[config.mk]
export PLATFORM = sky130hd
export DESIGN_NAME = bp_cfg_sequencer
export DESIGN_NICKNAME = d
export VERILOG_FILES = /design/src/rtl/bp_cfg_sequencer.sv
export SDC_FILE = /design/constraint.sdc
export NUM_CORES = 1
export LEC_CHECK = 0
export CELL_PAD_IN_SITES_DETAIL_PLACEMENT = 1
export CELL_PAD_IN_SITES_GLOBAL_PLACEMENT = 1
export CORE_MARGIN = 8
export CORE_UTILIZATION = 25
export DETAILED_ROUTE_END_ITERATION = 12
export PLACE_DENSITY_LB_ADDON = 0.12
export SKIP_LAST_GASP = 1
export SLEW_MARGIN = 10
export SYNTH_ARGS = -nofsm -noshare
export SYNTH_HDL_FRONTEND = slang
export SYNTH_SLANG_ARGS = --single-unit
[constraint.sdc]
create_clock -name clk_i -period 4.9 [get_ports clk_i]
set_clock_uncertainty 0.2 [all_clocks]
set_input_delay 0.98 -clock clk_i [delete_from_list [all_inputs] [get_ports clk_i]]
set_output_delay 0.98 -clock clk_i [all_outputs]
set_load 0.01 [all_outputs]
[src/rtl/bp_cfg_sequencer.sv]
// Boot-time configuration sequencer: writes the per-core cfg register set to every tile, then unfreezes each core.
// Optional BP_CFG_SEQ_TIMEOUT_EN adds an ack-timeout watchdog that drives error_o.
module bp_cfg_sequencer #(
    parameter int cc_x_dim_p        = 2,
    parameter int cc_y_dim_p        = 2,
    parameter int cfg_addr_width_p  = 16,
    parameter int cfg_data_width_p  = 64,
    parameter int max_outstanding_p = 4,
    parameter int timeout_cycles_p  = 1024,
    localparam int num_core_lp      = cc_x_dim_p * cc_y_dim_p,
    localparam int core_w_lp        = (num_core_lp > 1) ? $clog2(num_core_lp) : 1
) (
    input  logic                        clk_i,
    input  logic                        reset_n_i,
    input  logic                        start_i,
    input  logic [1:0]                  icache_mode_i,
    input  logic [1:0]                  dcache_mode_i,
    input  logic                        cce_mode_i,
    output logic                        cfg_v_o,
    input  logic                        cfg_ready_i,
    output logic [core_w_lp-1:0]        cfg_core_o,
    output logic [cfg_addr_width_p-1:0] cfg_addr_o,
    output logic [cfg_data_width_p-1:0] cfg_data_o,
    input  logic                        cfg_ack_v_i,
    output logic                        busy_o,
    output logic                        done_o,
    output logic                        error_o
);

    localparam int cred_w_lp = $clog2(max_outstanding_p + 1);
    localparam logic [core_w_lp-1:0] last_core_lp = core_w_lp'(num_core_lp - 1);
    localparam logic [cred_w_lp-1:0] max_cred_lp  = cred_w_lp'(max_outstanding_p);

    typedef enum logic [2:0] {IDLE, CONFIG, DRAIN0, UNFREEZE, DRAIN1, DONE} state_e;

    state_e                      state_q, state_d;
    logic [core_w_lp-1:0]        core_cnt_q, core_cnt_d;
    logic [2:0]                  reg_idx_q, reg_idx_d;
    logic [cred_w_lp-1:0]        credits_q, credits_d;
    logic [1:0]                  icache_q, icache_d, dcache_q, dcache_d;
    logic                        cce_q, cce_d;
    logic                        cfg_v_q, cfg_v_d;
    logic [core_w_lp-1:0]        cfg_core_q, cfg_core_d;
    logic [cfg_addr_width_p-1:0] cfg_addr_q, cfg_addr_d;
    logic [cfg_data_width_p-1:0] cfg_data_q, cfg_data_d;
    logic                        busy_q, busy_d, done_q, done_d, error_q, error_d;
    logic                        xfer, ack_eff;

`ifdef BP_CFG_SEQ_TIMEOUT_EN
    localparam int timer_w_lp = $clog2(timeout_cycles_p + 1);
    localparam logic [timer_w_lp-1:0] timeout_lp = timer_w_lp'(timeout_cycles_p);
    logic [timer_w_lp-1:0] timer_q, timer_d;
`endif

    always_comb begin
        xfer    = cfg_v_q & cfg_ready_i;
        // An ack with nothing outstanding belongs to a write lost to reset; drop it.
        ack_eff = cfg_ack_v_i & (credits_q != '0);

        credits_d = credits_q;
        if (xfer && !ack_eff)      credits_d = credits_q + cred_w_lp'(1);
        else if (!xfer && ack_eff) credits_d = credits_q - cred_w_lp'(1);

        state_d    = state_q;
        core_cnt_d = core_cnt_q;
        reg_idx_d  = reg_idx_q;
        icache_d   = icache_q;
        dcache_d   = dcache_q;
        cce_d      = cce_q;
        done_d     = done_q;
        error_d    = error_q;

        unique case (state_q)
            IDLE, DONE: if (start_i) begin
                state_d    = CONFIG;
                core_cnt_d = '0;
                reg_idx_d  = '0;
                icache_d   = icache_mode_i;
                dcache_d   = dcache_mode_i;
                cce_d      = cce_mode_i;
                done_d     = 1'b0;
                error_d    = 1'b0;
            end
            CONFIG: if (xfer) begin
                if (reg_idx_q == 3'd4) begin
                    reg_idx_d = '0;
                    if (core_cnt_q == last_core_lp) begin
                        state_d    = DRAIN0;
                        core_cnt_d = '0;
                    end else begin
                        core_cnt_d = core_cnt_q + 1'b1;
                    end
                end else begin
                    reg_idx_d = reg_idx_q + 3'd1;
                end
            end
            DRAIN0: if (credits_d == '0) begin
                state_d    = UNFREEZE;
                core_cnt_d = '0;
            end
            UNFREEZE: if (xfer) begin
                if (core_cnt_q == last_core_lp) begin
                    state_d    = DRAIN1;
                    core_cnt_d = '0;
                end else begin
                    core_cnt_d = core_cnt_q + 1'b1;
                end
            end
            DRAIN1: if (credits_d == '0) begin
                state_d = DONE;
                done_d  = 1'b1;
            end
            default: state_d = IDLE;
        endcase

`ifdef BP_CFG_SEQ_TIMEOUT_EN
        timer_d = ((credits_q != '0) && !cfg_ack_v_i) ? timer_q + 1'b1 : '0;
        if (timer_d == timeout_lp) begin
            state_d    = DONE;
            done_d     = 1'b1;
            error_d    = 1'b1;
            credits_d  = '0;
            timer_d    = '0;
            core_cnt_d = '0;
            reg_idx_d  = '0;
        end
`else
        error_d = 1'b0;
`endif

        // Valid holds while the bus stalls; a new write needs a free credit.
        cfg_v_d = ((state_d == CONFIG) || (state_d == UNFREEZE)) &&
                  ((cfg_v_q && !cfg_ready_i) || (credits_d < max_cred_lp));
        busy_d  = (state_d != IDLE) && (state_d != DONE);

        // Payload is a pure function of counters that only move on a transfer, so it is stable under backpressure.
        cfg_core_d = '0;
        cfg_addr_d = '0;
        cfg_data_d = '0;
        if (state_d == CONFIG) begin
            cfg_core_d = core_cnt_d;
            cfg_addr_d = cfg_addr_width_p'({reg_idx_d, 2'b00});
            case (reg_idx_d)
                3'd0:    cfg_data_d = cfg_data_width_p'(1);
                3'd1:    cfg_data_d = cfg_data_width_p'(core_cnt_d);
                3'd2:    cfg_data_d = cfg_data_width_p'(icache_d);
                3'd3:    cfg_data_d = cfg_data_width_p'(dcache_d);
                default: cfg_data_d = cfg_data_width_p'(cce_d);
            endcase
        end else if (state_d == UNFREEZE) begin
            cfg_core_d = core_cnt_d;
        end
    end

    always_ff @(posedge clk_i or negedge reset_n_i) begin
        if (!reset_n_i) begin
            state_q    <= IDLE;
            core_cnt_q <= '0;
            reg_idx_q  <= '0;
            credits_q  <= '0;
            icache_q   <= '0;
            dcache_q   <= '0;
            cce_q      <= 1'b0;
            cfg_v_q    <= 1'b0;
            cfg_core_q <= '0;
            cfg_addr_q <= '0;
            cfg_data_q <= '0;
            busy_q     <= 1'b0;
            done_q     <= 1'b0;
            error_q    <= 1'b0;
`ifdef BP_CFG_SEQ_TIMEOUT_EN
            timer_q    <= '0;
`endif
        end else begin
            state_q    <= state_d;
            core_cnt_q <= core_cnt_d;
            reg_idx_q  <= reg_idx_d;
            credits_q  <= credits_d;
            icache_q   <= icache_d;
            dcache_q   <= dcache_d;
            cce_q      <= cce_d;
            cfg_v_q    <= cfg_v_d;
            cfg_core_q <= cfg_core_d;
            cfg_addr_q <= cfg_addr_d;
            cfg_data_q <= cfg_data_d;
            busy_q     <= busy_d;
            done_q     <= done_d;
            error_q    <= error_d;
`ifdef BP_CFG_SEQ_TIMEOUT_EN
            timer_q    <= timer_d;
`endif
        end
    end

    assign cfg_v_o    = cfg_v_q;
    assign cfg_core_o = cfg_core_q;
    assign cfg_addr_o = cfg_addr_q;
    assign cfg_data_o = cfg_data_q;
    assign busy_o     = busy_q;
    assign done_o     = done_q;
    assign error_o    = error_q;

endmodule

* Word level (Yosys, flattened, before mapping) *
Index checks and enable logic that the tools add are counted.

cells by class
  add/subtract/negate cells = 4
  bitwise gates (word level) = 2
  mux-type cells = 36
  order comparisons = 1
  equal/unequal tests = 15
  reductions and logical operators = 18

operators with widths
  kind                 number
  $mux 3               13
  $mux 2               13
  $pmux 2 s4           2
  $eq 3x2->1 const B   5
  $pmux 3 s5           1
  $eq 3x1->1 const B   3
  $eq 3x3->1 const B   3
  $logic_not 3->1      3
  $add 3x1->3 const B  2
  $pmux 3 s2           1
  $reduce_bool 3->1    2
  $logic_and 1x1->1    5
  $mux 5               1
  $mux 1               4
  $ne 2x2->1 const B   2
  $logic_not 1->1      3
  $lt 3x3->1 const B   1
  $ne 3x3->1 const B   1
  $reduce_and 3->1     1
  $sub 3x1->3 const B  1
  $add 2x1->2 const B  1
  $and 1x1->1          2
  $eq 2x2->1 const B   1
  $logic_or 1x1->1     2
  3 further kinds      3

storage, ports and cells
  register bits after elaboration = 101
  word-level logic and storage cells = 89
  input port bits = 10
  output and inout bits = 86

* Depth between registers and ports, before layout *
Gate-level depths: netlist (run 1).

  depth in word-level cells = 11
  gate-level depth with buffers = 9
  depth with buffers taken out = 9

* Worst setup path after synthesis (run 1) *
Ideal clock, no wire load.

  path type = input port to flip-flop
  from = in cfg_ready_i
  to = reg cfg_data_q[1] (netlist: cfg_data_o[1])
  data arrival time = 2.452 ns
  data required time = 4.613 ns
  stages = 7
  library setup time = 0.087 ns
  buffers on the path = 1
  path slack = 2.161 ns
  cells stage by stage = and2_1 > buf_6 > xnor2_1 > a211o_4 > o32a_4 > nand2b_4 > a211oi_2

on the way
  cells in the longest elaborated chain, start to end = 10
  elaborated cells on any way between the ends = 25
  those cells by class = 4 x eq/ne; 15 x mux; 1 x bitwise; 5 x reduce/logical

ends and longest elaborated chain
  element                                          line      RTL
  start: declaration                               20        input logic cfg_ready_i,
  $and 1x1->1 *                                    56        xfer = cfg_v_q & cfg_ready_i;
  $logic_not 1->1                                  62        else if (!xfer && ack_eff) credits_d = credits_q - cred_w_lp'(1);
  $logic_and 1x1->1                                62
  $mux 3                                           62
  $mux 3 *                                         61        if (xfer && !ack_eff) credits_d = credits_q + cred_w_lp'(1);
  named net credits_d[2]                           39        logic [cred_w_lp-1:0] credits_q, credits_d;
  $logic_not 3->1 *                                97, 109
  $mux 2 (tied with other cells)                   97        DRAIN0: if (credits_d == '0) begin
  $pmux 2 s4 / $pmux 3 s5 (equally long branches)  73        unique case (state_q)
  $pmux 2 s4 / $eq 3x1->1 (equally long branches)  143, 140
  $mux 2 *                                         140       if (state_d == CONFIG) begin
  named net cfg_data_d[1]                          45        logic [cfg_data_width_p-1:0] cfg_data_q, cfg_data_d;
  end signal: assignment                           185       cfg_data_q <= cfg_data_d;
  end: declaration                                 45

The timed path passes the listed nets; every way through them passes the cells marked *.
A chain may end at the register's enable or synchronous reset.

* Final worst setup path (run 1) *
  from = in cfg_ready_i
  to = reg cfg_addr_q[3] (netlist: cfg_addr_o[3])

on the way
  cells in the longest elaborated chain, start to end = 10
  elaborated cells on any way between the ends = 16
  those cells by class = 1 x eq/ne; 10 x mux; 1 x bitwise; 4 x reduce/logical

ends and longest elaborated chain
  element                    line     RTL
  $and 1x1->1 *              56
  $logic_not 1->1            62
  $logic_and 1x1->1          62
  $mux 3                     62
  $mux 3                     61
  $logic_not 3->1            97, 109
  $mux 3 (on tied branches)  109, 97
  $pmux 3 s5                 73
  $eq 3x1->1                 140
  $mux 5 *                   140
  named net cfg_addr_d[3]    44       logic [cfg_addr_width_p-1:0] cfg_addr_q, cfg_addr_d;
  end signal: assignment     184      cfg_addr_q <= cfg_addr_d;
  end: declaration           44

Marked as above.

==> impl_metrics.ini, run 1 <==
[finish]
area_growth_pct = 3.58
drive_gt1_frac = 0.0748
nNetsFinal = 271
num_antenna_cells = 0
fillers = 1030
final_util = 0.263
final_area_um2 = 2240

[power]
ir_drop_v = 0.000217
leakage_nw = 1.05
power_mw = 1.30
power_density_nw_per_um2 = 581

[clocking]
cts_tree = done
cts_hold_buffers = 0
cts_setup_buffers = 0
postCtsResizedCells = 0
htreeDepth = 1
root_buffer = clkbuf_8
cts.sinks = 26
cts_made_buffers = 3
clk_path_buf_depth = 2
clk_pin_slew_worst_paths_ns = 0.10
clock_latency_ns = 0.29

[die]
rows = 34
die_h_um = 109
fp.dieW_um = 109
coreArea_um2 = 8550
pin_count = 96
die-area_um2 = 11900
start_util = 0.253

[min_path]
hold_path_class = reg -> reg

[detailed_routing]
drc_errors = 0
drt_iter0_markers = 11
wl_per_cell_um = 14.8
vias = 1459
viasPerCell = 4.03
first_pass_iters = 4
drt_wl_total_mm = 5.36
antenna_left = 0

[global_routing]
grt_pass1_vias = 1566
grt_usage = 0.0887
grt-ovfl-total = 0
grt_max_degree = 27
antenna_found_initial = 0
grt_pass1_wl_mm = 8.33

[critical_path]
worstPathRequired_ns = 4.89
crit_type = in -> reg
crit_path_top_delay_cell = clkdlybuf4s50_1
startpoint_type = primary input
crit_path_max_incr_delay_ns = 0.52
cp_data_arrival_time_ns = 3.36
crit_path_cell_trace = clkdlybuf4s50_1 > and2_1 > xnor3_1 > o211ai_1 > o32a_4 > nand2b_4 > a21oi_1
crit_fanout = 14
end_kind = flip-flop

[outcome]
run_status = completed

[timing]
slew_headroom = 0.565
slew_violations = 0
period_needed_ns = 3.37
rsz0062_at_grt = false
worst_pin_slew_ns = 0.653
fmax_ghz = 0.297
finalHoldViolations = 0
tns_ns = 0
finalCritPeriodShare = 0.687
finalSetupViolCount = 0

[synth]
ys_seq_elements = 26
syn_area_per_cell_um2 = 9.11
ys.warnings.count = 0
ys_async_sr_fraction = 1.00
ys_top_cells_by_count = buf_4 (76), dfrtp_1 (26), inv_1 (12)
synth_area_um2 = 2170
synth_cell_type_count = 56
synth_edf_count = 0
synth_top_flop_cell = dfrtp_1
synth_top_cell_by_area = dfrtp_1
synth_top_area_frac = 0.300
synthTopCellsByArea = dfrtp_1 (30%), buf_4 (26%), ha_1 (3.5%), mux2_2 (2.6%), inv_1 (2.1%)
synth.most_common_cell = buf_4
synth-seq-area-share = 0.300
synth_cells = 238

[run]
drv_cap = 0

[placement]
hpwl_mm = 4.24
io_buffers = 19
routabilityCongestion = 0.748
place_area_um2 = 2170
==> critical path: cells and delay by family <==
family,cells,cell delay (ns)
buffers and inverters,1,0.52
xor gates and xnor gates,1,0.34
and+or+nand+nor,2,0.65
AOI/OAI and AO/OA,3,0.86
==> layout by cell type, fill, tap and decap left out, types with 2 or more instances in the layout <==
cell type / synthesis / routed
conb_1: 1 / 76
o21ai_0: 8 / 8
o21ba_1: 2 / 2
ha_1: 6 / 6
dfrtp_1: 26 / 26
a21oi_1: 7 / 7
nand2_1: 11 / 11
inv_1: 12 / 12
nor2_1: 7 / 7
o31a_1: 3 / 3
clkdlybuf4s50_1: 0 / 19
a31oi_1: 3 / 3
or3_1: 2 / 2
nand3_1: 7 / 7
mux2i_1: 2 / 2
nand2b_1: 4 / 4
o21ai_1: 2 / 2
a41oi_1: 2 / 2
xnor2_1: 3 / 3
o211ai_1: 3 / 3
nor3_1: 5 / 5
nor2b_1: 3 / 3
mux2_2: 5 / 5
clkbuf_8: 0 / 3
a211oi_2: 2 / 2
==> layer usage <==
metal | share of wire | up-vias | track usage
li1 | - | 693 | -
met1 | 0.42 | 716 | 0.104
met2 | 0.51 | 44 | 0.158
met3 | 0.057 | 6 | 0.0230
met4 | 0.012 | 0 | 0.0176
met5 | 0 | - | 0
==> cell type report <==
type	instances	area, um^2	share of cell area
clock inverters	1	30.0	0.0134
clock buffers	3	41.3	0.0184
multi-input cells	191	1140	0.508
flip-flops and latches	26	651	0.290
well taps	108	135	0.0602
inverters	13	48.8	0.0217
repair buffers	20	198	0.0881
==> flip-flops by register name (all words and copies together), names as in the netlist, 3 cells and up <==
| name | flops |
|---|---|
| cfg_addr_o | 3 |
| credits_q | 3 |
| reg_idx_q | 3 |
| state_q | 3 |
==> where the power goes <==
group / internal, mW / leakage (nW) / total (mW) / switching (mW)
Sequential: 0.310 / 0.321 / 0.414 / 0.104
Combinational: 0.311 / 0.692 / 0.697 / 0.386
Clock: 0.110 / 0.0357 / 0.192 / 0.0818
Total: 0.731 / 1.05 / 1.30 / 0.572
==> metrics by stage <==
stage | cells | setup WS, ns | hold slack [ns]
2_1_floorplan | 313 | 2.16 | 0.269
3_3_place_gp | 358 | 1.24 | 0.287
3_5_place_dp | 358 | 1.23 | 0.289
4_1_cts | 362 | 1.54 | 0.318
5_1_grt | 362 | 1.39 | 0.328
6_report | 362 | 1.53 | 0.309
==> logic make-up after synthesis <==
kind of cell | Yosys count | synth area share
AO/OA/AOI/OAI | 45 | 0.163
XOR/XNOR | 5 | 0.0266
adder cells (fa/ha/maj) | 6 | 0.0346
buffers and inverters | 96 | 0.303
flip-flops | 26 | 0.300
multiplexers | 7 | 0.0352
other | 1 | 0.00173
AND/OR/NAND/NOR | 52 | 0.135
==> worst paths after layout <==
kind | startpoint | end | slack (ns) | cells past startpoint
max | cfg_ready_i | cfg_addr_o[3] | 1.53 | 7
min | dcache_q[1] | dcache_q[1] | 0.31 | 1
max reg2reg | credits_q[1] | cfg_addr_o[3] | 2.20 | 9
min reg2reg | dcache_q[1] | dcache_q[1] | 0.31 | 1
max in group asynchronous | reset_n_i | state_q[1] | 3.37 | 2
min in group asynchronous | reset_n_i | cfg_addr_o[2] | 0.85 | 2
No activity file was read; power rests on OpenSTA's default activity.
==> run 2: changes to the inputs <==
clock period = 3.1 ns   (was 4.9 ns; I/O delays follow)
==> run 2 against run 1 <==
Sequential share of layout area down 0.76 points; worst hold slack worse by 0.0034 ns; critical path type is now reg -> reg; register-to-register slack worse by 1.8 ns; sequential power up 53%; largest cell class unchanged; non-clock buffer count up 8; critical path depth up 2; cell area up 2.7%; first-iteration DRC count rose to 3.5 times the previous value; via count up 0.41%; wire length down 4.5%; largest power group unchanged.
==> impl_metrics.ini, run 2 (synthesis results as in run 1) <==
[timing]
rsz0062_at_grt = false
setup_ws_ns = 0.429
finalHoldViolations = 0
finalCritPeriodShare = 0.862
tns_ns = 0
finalSetupViolCount = 0
fmax_ghz = 0.374
hold_ws_ns = 0.305
slew_headroom = 0.624
period_needed_ns = 2.67
worst_pin_slew_ns = 0.564
slew_violations = 0

[detailed_routing]
drt_iter0_markers = 38
drt_wl_total_mm = 5.12
viasPerCell = 3.96
drc_errors = 0
wl_per_cell_um = 13.8
antenna_left = 0
vias = 1465
first_pass_iters = 4

[run]
drv_cap = 0

[finish]
drive_gt1_frac = 0.103
final_cells = 370
final_area_um2 = 2300
nNetsFinal = 279
final_util = 0.270
layout_commonest_cell = conb_1
final_cell_mix = conb_1 (76), dfrtp_1 (26), clkdlybuf4s50_1 (19)
area_growth_pct = 6.35
num_antenna_cells = 0

[die]
pin_count = 96
coreArea_um2 = 8550
die_h_um = 109
die-area_um2 = 11900
rows = 34
fp.dieW_um = 109
start_util = 0.253

[critical_path]
end_kind = flip-flop
worstPathRequired_ns = 3.10
cp_data_arrival_time_ns = 2.67
crit_type = reg -> reg
startpoint_type = flip-flop
crit_fanout = 7

[clocking]
cts_tree = done
clk_pin_slew_worst_paths_ns = 0.09
root_buffer = clkbuf_8
cts_hold_buffers = 0
cts.sinks = 26
clk_path_buf_depth = 2
cts_setup_buffers = 0
cts_made_buffers = 3
htreeDepth = 1
clock_latency_ns = 0.27
postCtsResizedCells = 0

[placement]
routabilityCongestion = 0.720
dpl_worst_slack_ns = 0.128
dp.cells = 366
io_buffers = 19
place_area_um2 = 2230
hpwl_mm = 4.18

[min_path]
hold_path_class = reg -> reg

[power]
power_mw = 2.10
power_density_nw_per_um2 = 911
leakage_nw = 1.09
ir_drop_v = 0.000262

[global_routing]
grt_pass1_wl_mm = 8.09
antenna_found_initial = 0
grt_max_degree = 27
grt_usage = 0.0853
grt-ovfl-total = 0
grt_pass1_vias = 1596

[outcome]
run_status = completed
[run 2: final timing paths]
| kind | start | end | slack, ns | depth (start not counted) |
|---|---|---|---|---|
| worst max-delay path | credits_q[0] | cfg_data_o[1] | 0.43 | 9 |
| worst min-delay path | dcache_q[0] | dcache_q[0] | 0.31 | 1 |
| worst max register to register | credits_q[0] | cfg_data_o[1] | 0.43 | 9 |
| worst min register to register | dcache_q[0] | dcache_q[0] | 0.31 | 1 |
| max in group asynchronous | reset_n_i | cfg_v_o | 1.94 | 2 |
| min in group asynchronous | reset_n_i | cce_q | 0.50 | 2 |
[run 2: report_power, final]
| part | switching (mW) | total (mW) | internal (mW) |
|---|---|---|---|
| clock network | 0.115 | 0.288 | 0.173 |
| registers | 0.145 | 0.635 | 0.490 |
| logic | 0.628 | 1.18 | 0.548 |
| total | 0.888 | 2.10 | 1.21 |
[run 2: area by class of cell]
type	instances	area, um^2
clock buffers	3	41.3
clock inverters	1	30.0
fillers	1018	6250
inverters	13	48.8
multi-input cells	191	1140
flip-flops and latches	26	651
well taps	108	135
repair buffers	28	258
[run 2: per-layer routing]
layer,vias to the layer above,global-route usage,wire length (um),share of wire
li1,703,-,-,-
met1,714,0.104,2180,0.43
met2,44,0.151,2630,0.51
met3,4,0.0201,276,0.054
met4,0,0.0147,32,0.0062
met5,-,0,0,0
[run 2: critical path, cell delays in order (launching register included)]
cell	delay [ns]
dfrtp_1	0.39
inv_1	0.06
ha_1	0.20
ha_1	0.20
and2b_1	0.29
xnor2_1	0.10
a211o_4	0.39
o32a_4	0.42
nand2b_4	0.17
a211oi_2	0.18
